File: src/rtl/machine_ctrl_if.sv
// machine_ctrl_if: control-bus bundle between the instruction-cycle controller and the CPU datapath
// master: controller side (samples ena/opcode/zero[/step], drives the datapath strobes)
// slave : datapath side (drives ena/opcode/zero[/step], samples the strobes)
// SINGLE_STEP_EN adds the step line.
interface machine_ctrl_if #(parameter int OPW = 3);
  logic ena;
  logic [OPW-1:0] opcode;
  logic zero;
`ifdef SINGLE_STEP_EN
  logic step;
`endif
  logic inc_pc;
  logic load_pc;
  logic load_ir;
  logic load_acc;
  logic rd;
  logic wr;
  logic datactl_ena;
  logic halt;
  modport master (
`ifdef SINGLE_STEP_EN
    input step,
`endif
    input ena, opcode, zero,
    output inc_pc, load_pc, load_ir, load_acc, rd, wr, datactl_ena, halt
  );
  modport slave (
`ifdef SINGLE_STEP_EN
    output step,
`endif
    output ena, opcode, zero,
    input inc_pc, load_pc, load_ir, load_acc, rd, wr, datactl_ena, halt
  );
endinterface

File: src/rtl/machine_ctrl.sv
// machine_ctrl: 8-state fetch/execute controller for the 8-bit accumulator CPU
// clk    : system clock, rising edge
// rst    : synchronous reset, active-low, forces IDLE from any state
// io_ctl : machine_ctrl_if.master (ena, opcode, zero in; inc_pc, load_pc, load_ir,
//          load_acc, rd, wr, datactl_ena, halt out)
// SINGLE_STEP_EN adds io_ctl.step and a WAIT_STEP state between S7 and S0.
module machine_ctrl #(parameter int OPW = 3) (
  input logic clk,
  input logic rst,
  machine_ctrl_if.master io_ctl
);
  localparam logic [OPW-1:0] HLT = 3'b000, SKZ = 3'b001, ADD = 3'b010, ANDD = 3'b011;
  localparam logic [OPW-1:0] XORR = 3'b100, LDA = 3'b101, STO = 3'b110, JMP = 3'b111;
  typedef enum logic [3:0] {
    IDLE, S0, S1, S2, S3, S4, S5, S6, S7, HALTED
`ifdef SINGLE_STEP_EN
    , WAIT_STEP
`endif
  } state_t;
  state_t r_state;
  logic w_alu, w_jmp, w_sto, w_hlt, w_skz_t;
  assign w_alu = io_ctl.opcode inside {ADD, ANDD, XORR, LDA};
  assign w_jmp = io_ctl.opcode == JMP;
  assign w_sto = io_ctl.opcode == STO;
  assign w_hlt = io_ctl.opcode == HLT;
  assign w_skz_t = io_ctl.opcode == SKZ && io_ctl.zero;
  // HALTED ignores ena; every other state aborts to IDLE when ena drops
  always_ff @(posedge clk) begin
    if (!rst) r_state <= IDLE;
    else if (!io_ctl.ena && r_state != HALTED) r_state <= IDLE;
    else begin
      case (r_state)
        IDLE: r_state <= S0;
        S0: r_state <= S1;
        S1: r_state <= S2;
        S2: r_state <= S3;
        S3: r_state <= w_hlt ? HALTED : S4;
        S4: r_state <= S5;
        S5: r_state <= S6;
        S6: r_state <= S7;
`ifdef SINGLE_STEP_EN
        S7: r_state <= WAIT_STEP;
        WAIT_STEP: r_state <= io_ctl.step ? S0 : WAIT_STEP;
`else
        S7: r_state <= S0;
`endif
        HALTED: r_state <= HALTED;
        default: r_state <= IDLE;
      endcase
    end
  end
  assign io_ctl.load_ir = r_state == S0 || r_state == S1;
  assign io_ctl.inc_pc = r_state == S0 || r_state == S1 || (w_skz_t && (r_state == S5 || r_state == S6));
  assign io_ctl.load_pc = w_jmp && (r_state == S4 || r_state == S5);
  assign io_ctl.load_acc = w_alu && r_state == S5;
  assign io_ctl.rd = r_state == S0 || r_state == S1 || (w_alu && (r_state == S4 || r_state == S5));
  assign io_ctl.wr = w_sto && r_state == S5;
  assign io_ctl.datactl_ena = w_sto && (r_state == S4 || r_state == S5 || r_state == S6);
  assign io_ctl.halt = r_state == HALTED || (r_state == S3 && w_hlt);
endmodule
File: src/flat_wrapper.sv
// flat-port wrapper written by rule: the top's interface ports become plain ports
module machine_ctrl_flat 
#(parameter int OPW = 3)
  (clk, rst, io_ctl_ena, io_ctl_opcode, io_ctl_zero, io_ctl_inc_pc, io_ctl_load_pc, io_ctl_load_ir, io_ctl_load_acc, io_ctl_rd, io_ctl_wr, io_ctl_datactl_ena, io_ctl_halt);
  machine_ctrl_if #(.OPW(OPW)) io_ctl_i ();
  input logic clk;
  input logic rst;
  input wire logic [$bits(io_ctl_i.ena)-1:0] io_ctl_ena;
  input wire logic [$bits(io_ctl_i.opcode)-1:0] io_ctl_opcode;
  input wire logic [$bits(io_ctl_i.zero)-1:0] io_ctl_zero;
  output wire logic [$bits(io_ctl_i.inc_pc)-1:0] io_ctl_inc_pc;
  output wire logic [$bits(io_ctl_i.load_pc)-1:0] io_ctl_load_pc;
  output wire logic [$bits(io_ctl_i.load_ir)-1:0] io_ctl_load_ir;
  output wire logic [$bits(io_ctl_i.load_acc)-1:0] io_ctl_load_acc;
  output wire logic [$bits(io_ctl_i.rd)-1:0] io_ctl_rd;
  output wire logic [$bits(io_ctl_i.wr)-1:0] io_ctl_wr;
  output wire logic [$bits(io_ctl_i.datactl_ena)-1:0] io_ctl_datactl_ena;
  output wire logic [$bits(io_ctl_i.halt)-1:0] io_ctl_halt;
  assign io_ctl_i.ena = io_ctl_ena;
  assign io_ctl_i.opcode = io_ctl_opcode;
  assign io_ctl_i.zero = io_ctl_zero;
  assign io_ctl_inc_pc = io_ctl_i.inc_pc;
  assign io_ctl_load_pc = io_ctl_i.load_pc;
  assign io_ctl_load_ir = io_ctl_i.load_ir;
  assign io_ctl_load_acc = io_ctl_i.load_acc;
  assign io_ctl_rd = io_ctl_i.rd;
  assign io_ctl_wr = io_ctl_i.wr;
  assign io_ctl_datactl_ena = io_ctl_i.datactl_ena;
  assign io_ctl_halt = io_ctl_i.halt;
  machine_ctrl #(.OPW(OPW)) u_core (.clk(clk), .rst(rst), .io_ctl(io_ctl_i));
endmodule
File: config.mk
export PLATFORM = sky130hd
export DESIGN_NAME = machine_ctrl_flat
export DESIGN_NICKNAME = d
export VERILOG_FILES = /design/src/rtl/machine_ctrl_if.sv /design/src/rtl/machine_ctrl.sv /design/src/flat_wrapper.sv
export SDC_FILE = /design/constraint.sdc
export NUM_CORES = 1
export LEC_CHECK = 0
export CAP_MARGIN = 10
export CORE_AREA = 5 5 42 44
export CTS_CLUSTER_SIZE = 40
export DETAILED_ROUTE_END_ITERATION = 10
export DIE_AREA = 0 0 47 49
export PLACE_DENSITY = 0.52
export SKIP_LAST_GASP = 1
export SLEW_MARGIN = 20
export SYNTH_ARGS = -nofsm -noshare
export SYNTH_HDL_FRONTEND = slang
export SYNTH_SLANG_ARGS = --single-unit
File: constraint.sdc
create_clock -name clk -period 1.73 [get_ports clk]
set_input_delay 0.346 -clock clk [delete_from_list [all_inputs] [get_ports clk]]
set_output_delay 0.346 -clock clk [all_outputs]
set_load 0.03 [all_outputs]
==> metrics, run 1 <==
Yosys warnings=0; Layout area overhead=82.2%; DP HPWL=roughly 690 µm; Pleak=0.245 nW; # hold bufs at CTS=0; register area=between 80 and 90 µm²; routed len/inst=10.4 µm; clock root buffer=clkbuf_4; Post-Syn Instances=42; relative slew slack=83.8%; synthesized flop and latch total=4; CTS tree=built; violated checks=negative setup slack; Seq/Total Area, Yosys=a little over a quarter; Initial Utilization=21.6%; die area=0.00230 mm²; layout cell share with drive strength beyond 1=50.0%; H-tree depth=1; Core Region=0.00140 mm²; critical path required time=roughly 1400 ps; die width=47 µm; Syn Std Cell Area=303 µm²; RSZ-0062 raised after global routing=true; Comb power frac=27.9%; drc violations=0; top cells by area, synth=dfxtp_1, nor2_1, nand2_1; number of flip-flops under the largest register name=4; WP data arrival=1550 ps; Netlist cell types=24; Final WS setup=-163 ps; Final TNS setup=-245 ps; fin crit share=109%; Clock Sinks=4; pre-CTS setup slack=-547 ps; FFs w/ async S/R, synth=0%; Global Route Usage Sum=7.87%; Sw Pwr=0.0834 mW; port bufs=14; initial antenna violation count=0; mean post-synth cell area=7.21 µm²; Final Wtd Congestion=0.675; first-pass iteration count of the detailed router=2; maximum VDD drop=254 µV; fin crit period=~1900 ps; Worst Max-Slew Pin Slew=241 ps; most common cell in the netlist=nor2_1; CTS Buf Count=3; antenna fix cells=0; vias in the first global route=342; Placed Cells=76; fill cell count=173; post-synth top area share=between 20% and 30%; Fin. Hold Viols=0; sequential share of power=33.0%; status=complete, but fails checks; Power per Cell Area=between 500 and 600 mW/mm²; Setup crit start kind=primary input; IO Pins=15; final WL=854 µm; crit path kind=primary input to primary output; EDFF count, synth=0; Layout Cells excl Fill=82; final hold slack=547 ps; largest net degree at the start of global routing=10; Clock power frac=between 30% and 40%; layout net count=75; max cap viols=0; first-pass GRT wire length=1280 µm; Clock Tree Buf Depth=2; Synth top cells by count=nor2_1, nand2_1, dfxtp_1, nor3_1; final core occ=39.4%; Worst setup EP type=primary output; Mapped Nets=a little under 50; Top Registers=u_core.r_state x4; remaining antenna violation count=0; Net Sw Frac=28.1%; via count=about 370; clk_lat worst skew=240 ps; worst hold-check path type=flip-flop to flip-flop; Clk pin slew, worst setup/hold paths=30 ps; Biggest register=u_core.r_state; Vias per Instance=4.56; Layout Skew=5.97 ps; Final Max Slew Viols=0; die height=49 µm; CP max FO=2; post-synth top area cell=dfxtp_1; Setup-failing EPs final=2; area of the multi-input gates=236 µm²; Max Clock Freq=approximately 530 MHz; Top FF cell, synth=dfxtp_1; number of core rows=14; initial drt markers=2; Cell Int Power=around 0.21 mW; GR Overflow Total=0
## area by class of cell
type,instances,share of cell area [%]
multi-input cells,35,42.9
repair buffers,24,34.7
clock buffers,3,4.08
well taps,16,3.63
flip-flops and latches,4,14.7
## cell usage in the layout (no fill, tap or decap)
master and count:
dfxtp_1 3, buf_6 3, clkdlybuf4s50_1 3, a31oi_1 1, buf_4 15, xor2_1 2, or4_4 1, xnor2_1 1
clkbuf_4 3, buf_2 3, nor3_2 1, a22oi_1 1, or2b_2 1, nand4b_1 1, nor4_2 2, nor2_1 7
nor3b_1 1, or3_4 1, nor3_1 2, nand3_1 1, dfxtp_2 1, nand2_4 1, nor2b_1 1, nand2b_1 1
nand3b_1 1, nand2_1 5, o22ai_1 1, a21o_1 1, a21oi_2 1
## critical path: stages
cell	delay, ps
buf_2	110
or4_4	530
or3_4	360
nand2_4	80
buf_6	120
## kinds of logic (layout without fill, tap and decap cells)
family                    Yosys count  in the layout  share of synthesized area, %
AOI/OAI and AO/OA                   5              5                          10.7
xor gates and xnor gates            3              3                          8.68
buffers and inverters               3             27                          6.61
DFF                                 4              4                          26.4
and+or+nand+nor                    27             27                          47.5
## final timing paths
path	startpoint	endpoint	slack, ps	cells past startpoint
setup reg to reg	u_core.r_state[1]$_SDFF_PP0_	u_core.r_state[3]$_SDFF_PP0_	400	3
hold / removal	u_core.r_state[3]$_SDFF_PP0_	u_core.r_state[2]$_SDFF_PP0_	550	2
setup / recovery	io_ctl_opcode[2]	io_ctl_halt	-160	5
hold reg to reg	u_core.r_state[3]$_SDFF_PP0_	u_core.r_state[2]$_SDFF_PP0_	550	2
## through the flow
stage / area, µm² / power [mW]
6_report: 552 / 0.297
5_1_grt: 552 / 0.313
4_1_cts: 526 / 0.299
3_5_place_dp: 505 / 0.177
3_3_place_gp: 505 / 0.177
2_1_floorplan: 333 / 0.139
## layer usage
layer / track usage [%] / up-vias / part of all wire, %
met5: 0 / - / 0
met4: 8.29 / 0 / 2.6
met3: 1.48 / 2 / 8.3
met2: 11.3 / 12 / 47
met1: 8.73 / 166 / 42
li1: - / 194 / -
## timing repair
action                                  CTS  global route
endpoints found under the setup margin    7             5
setup buffers                             1             2
gates resized for setup                  14             3
pin swaps                                 4             1
## power by group through the flow
stage               sequential [mW]  combinational (mW)  clock, mW
floorplan                    0.0975              0.0410          0
global placement             0.0995              0.0776          0
detailed placement           0.0994              0.0776          0
CTS                          0.0981              0.0775      0.123
global route                 0.0986              0.0886      0.126
finish                       0.0980              0.0828      0.116
Power figures use the tool's default switching activity.
==> run 2, diff against run 1 <==
--- a/config.mk
+++ b/config.mk
@@ -8,6 +8,6 @@
 export CAP_MARGIN = 10
-export CORE_AREA = 5 5 42 44
+export CORE_AREA = 8 8 45 47
 export CTS_CLUSTER_SIZE = 40
 export DETAILED_ROUTE_END_ITERATION = 10
-export DIE_AREA = 0 0 47 49
+export DIE_AREA = 0 0 53 55
 export PLACE_DENSITY = 0.52
==> constraint.sdc (replaced) <==
create_clock -name clk -period 1.73 [get_ports clk]
set_input_delay 0.2595 -clock clk [delete_from_list [all_inputs] [get_ports clk]]
set_output_delay 0.2595 -clock clk [all_outputs]
set_load 0.03 [all_outputs]
==> metrics, run 2 (same netlist as run 1, synthesis figures left out) <==
status=complete, but fails checks; violated checks=negative setup slack; commonest cells after routing, fill and taps aside=buf_4, nor2_1, nand2_1; final core occ=38.9% (-0.50 points); first-pass iteration count of the detailed router=3 (+1); Core Region=0.00138 mm² (-1.2%); layout net count=72 (-4.0%); Pleak=0.232 nW (-5.3%); setup bufs post-CTS=0 (-1); Bufs and invs on worst path=1 (-1); Clock Tree Buf Depth=2 (unchanged); CP top delay family=simple AND/OR/NAND/NOR gates; fin crit period=1780 ps (-114 ps); layout cell share with drive strength beyond 1=42.9% (-7.1 points); Placed Cells=76 (unchanged); Biggest register=u_core.r_state; die height=55 µm (+12%); fin crit share=103% (-6.6 points); CP max FO=2 (unchanged); DP HPWL=732 µm (+5.7%); routed len/inst=11.7 µm (+13%); largest net degree at the start of global routing=11 (+1); Final WS setup=-48.4 ps (+114 ps); clock root buffer=clkbuf_4; # hold bufs at CTS=0 (unchanged); fill cell count=149 (-14%); Clock Sinks=4 (unchanged); Final Max Slew Viols=0 (unchanged); Setup-failing EPs final=1 (-1); IO Pins=15 (unchanged); Setup crit start kind=flip-flop; maximum VDD drop=209 µV (-18%); Layout Cells excl Fill=79 (-3.7%); die width=53 µm (+13%); relative slew slack=84.0% (+0.23 points); Max Clock Freq=562 MHz (+6.4%); initial antenna violation count=0 (unchanged); die area=0.00292 mm² (+27%); R2R Path Start=u_core.r_state[1]$_SDFF_PP0_; max cap viols=0 (unchanged); Layout area overhead=77.7%; Initial Utilization=21.9% (+0.27 points); RSZ-0062 raised after global routing=true; vias in the first global route=372 (+8.8%); hold path depth=4 (+2); CTS Buf Count=3 (unchanged); Power per Cell Area=554 mW/mm² (+3.0%); Worst Min Path Start=io_ctl_opcode[1]; GR Overflow Total=0 (unchanged); worst hold-check path type=primary input to flip-flop; met1 wire length=391 µm (+8.3%); crit path cell chain=or4_4 > or3_4 > nand2_2 > buf_6; met2 routed WL=439 µm (+10%); antenna fix cells=0 (unchanged); critical path required time=1470 ps (+90 ps); design area=538 µm² (-2.5%); Worst Max-Slew Pin Slew=239 ps (-2.29 ps); via count=370 (-1.1%); CTS tree=built; final WL=927 µm (+8.5%); Final TNS setup=-48.4 ps (+196 ps); remaining antenna violation count=0 (unchanged); crit path kind=flip-flop to primary output; initial drt markers=2 (unchanged); Fin. Hold Viols=0 (unchanged); CP peak stage delay=410 ps (-120 ps); Layout Skew=0.490 ps (-5.48 ps); placed cell areas=490 µm² (-3.0%); pre-CTS setup slack=-316 ps (+231 ps); commonest non-fill, non-tap cell in the layout=buf_4; Final Wtd Congestion=0.730 (+8.3%); CP max-delay cell=or4_4; R2R depth=3 (unchanged); Global Route Usage Sum=7.65% (-0.22 points); Top Registers=u_core.r_state x4; Vias per Instance=4.68 (+2.7%); top sig layer=met4; Min-Delay Endpoint=u_core.r_state[3]$_SDFF_PP0_; number of flip-flops under the largest register name=4 (unchanged); port bufs=14 (unchanged); first-pass GRT wire length=1560 µm (+22%); Met3 Routed Length=65 µm (-8.5%); WP data arrival=1520 ps (-30 ps); H-tree depth=1 (unchanged); drc violations=0 (unchanged); Worst setup EP type=primary output; Clk pin slew, worst setup/hold paths=40 ps (about the same); R2R Setup Slk=430 ps (+30 ps); R2R Path End=u_core.r_state[3]$_SDFF_PP0_; clk_lat worst skew=240 ps (about the same); number of core rows=14 (unchanged)
-- run 2: cell types whose count changed in the layout (fill, tap and decap cells not counted), sizes merged --
cell / previous run / this run
buf: 21 / 15
clkdlybuf4s15: 0 / 3
-- run 2: repair_timing --
item                                    in CTS  in global routing
endpoints found under the setup margin       1                  3
gates resized for setup                      6                  6
pin swaps                                    3                  4
-- run 2: metrics by stage --
stage	power, mW	hold slack, ps
after floorplan	0.138	373
after global placement	0.177	551
after detailed placement	0.177	553
after CTS	0.301	560
after global routing	0.319	561
final	0.298	553
-- run 2: worst min-delay path: stages --
cell and delay (ps):
clkdlybuf4s15_1 180, or4_4 120, or3_4 110, a31oi_1 70
-- run 2: layout make-up --
type	instances	area [µm²]	area share, %
Multi-Input combinational cell	35	234	43.5
Timing Repair Buffer	21	180	33.5
Sequential cell	4	81.3	15.1
Clock buffer	3	22.5	4.19
Tap cell	16	20.0	3.72
-- run 2: power breakdown --
part	internal (mW)	switching, mW
clock network	0.0780	0.0435
logic	0.0378	0.0422
registers	0.0952	0.00150
total	0.211	0.0872
-- run 2: how the worst max path moves through the flow --
stage                        to  slack [ps]                         start  cells past startpoint
global route        io_ctl_halt         -90  u_core.r_state[1]$_SDFF_PP0_                      4
CTS                 io_ctl_halt        -200  u_core.r_state[1]$_SDFF_PP0_                      4
detailed placement  io_ctl_halt        -320              io_ctl_opcode[1]                      5
global placement    io_ctl_halt        -310              io_ctl_opcode[1]                      5
floorplan           io_ctl_halt          40  u_core.r_state[1]$_SDFF_PP0_                      4
finish              io_ctl_halt         -50  u_core.r_state[1]$_SDFF_PP0_                      4
-- run 2: metal layers --
layer / track usage [%] / vias to the layer above
met5: 0 / -
met2: 11.1 / 9
met3: 4.81 / 4
li1: - / 191
met4: 5.17 / 0
met1: 8.07 / 166
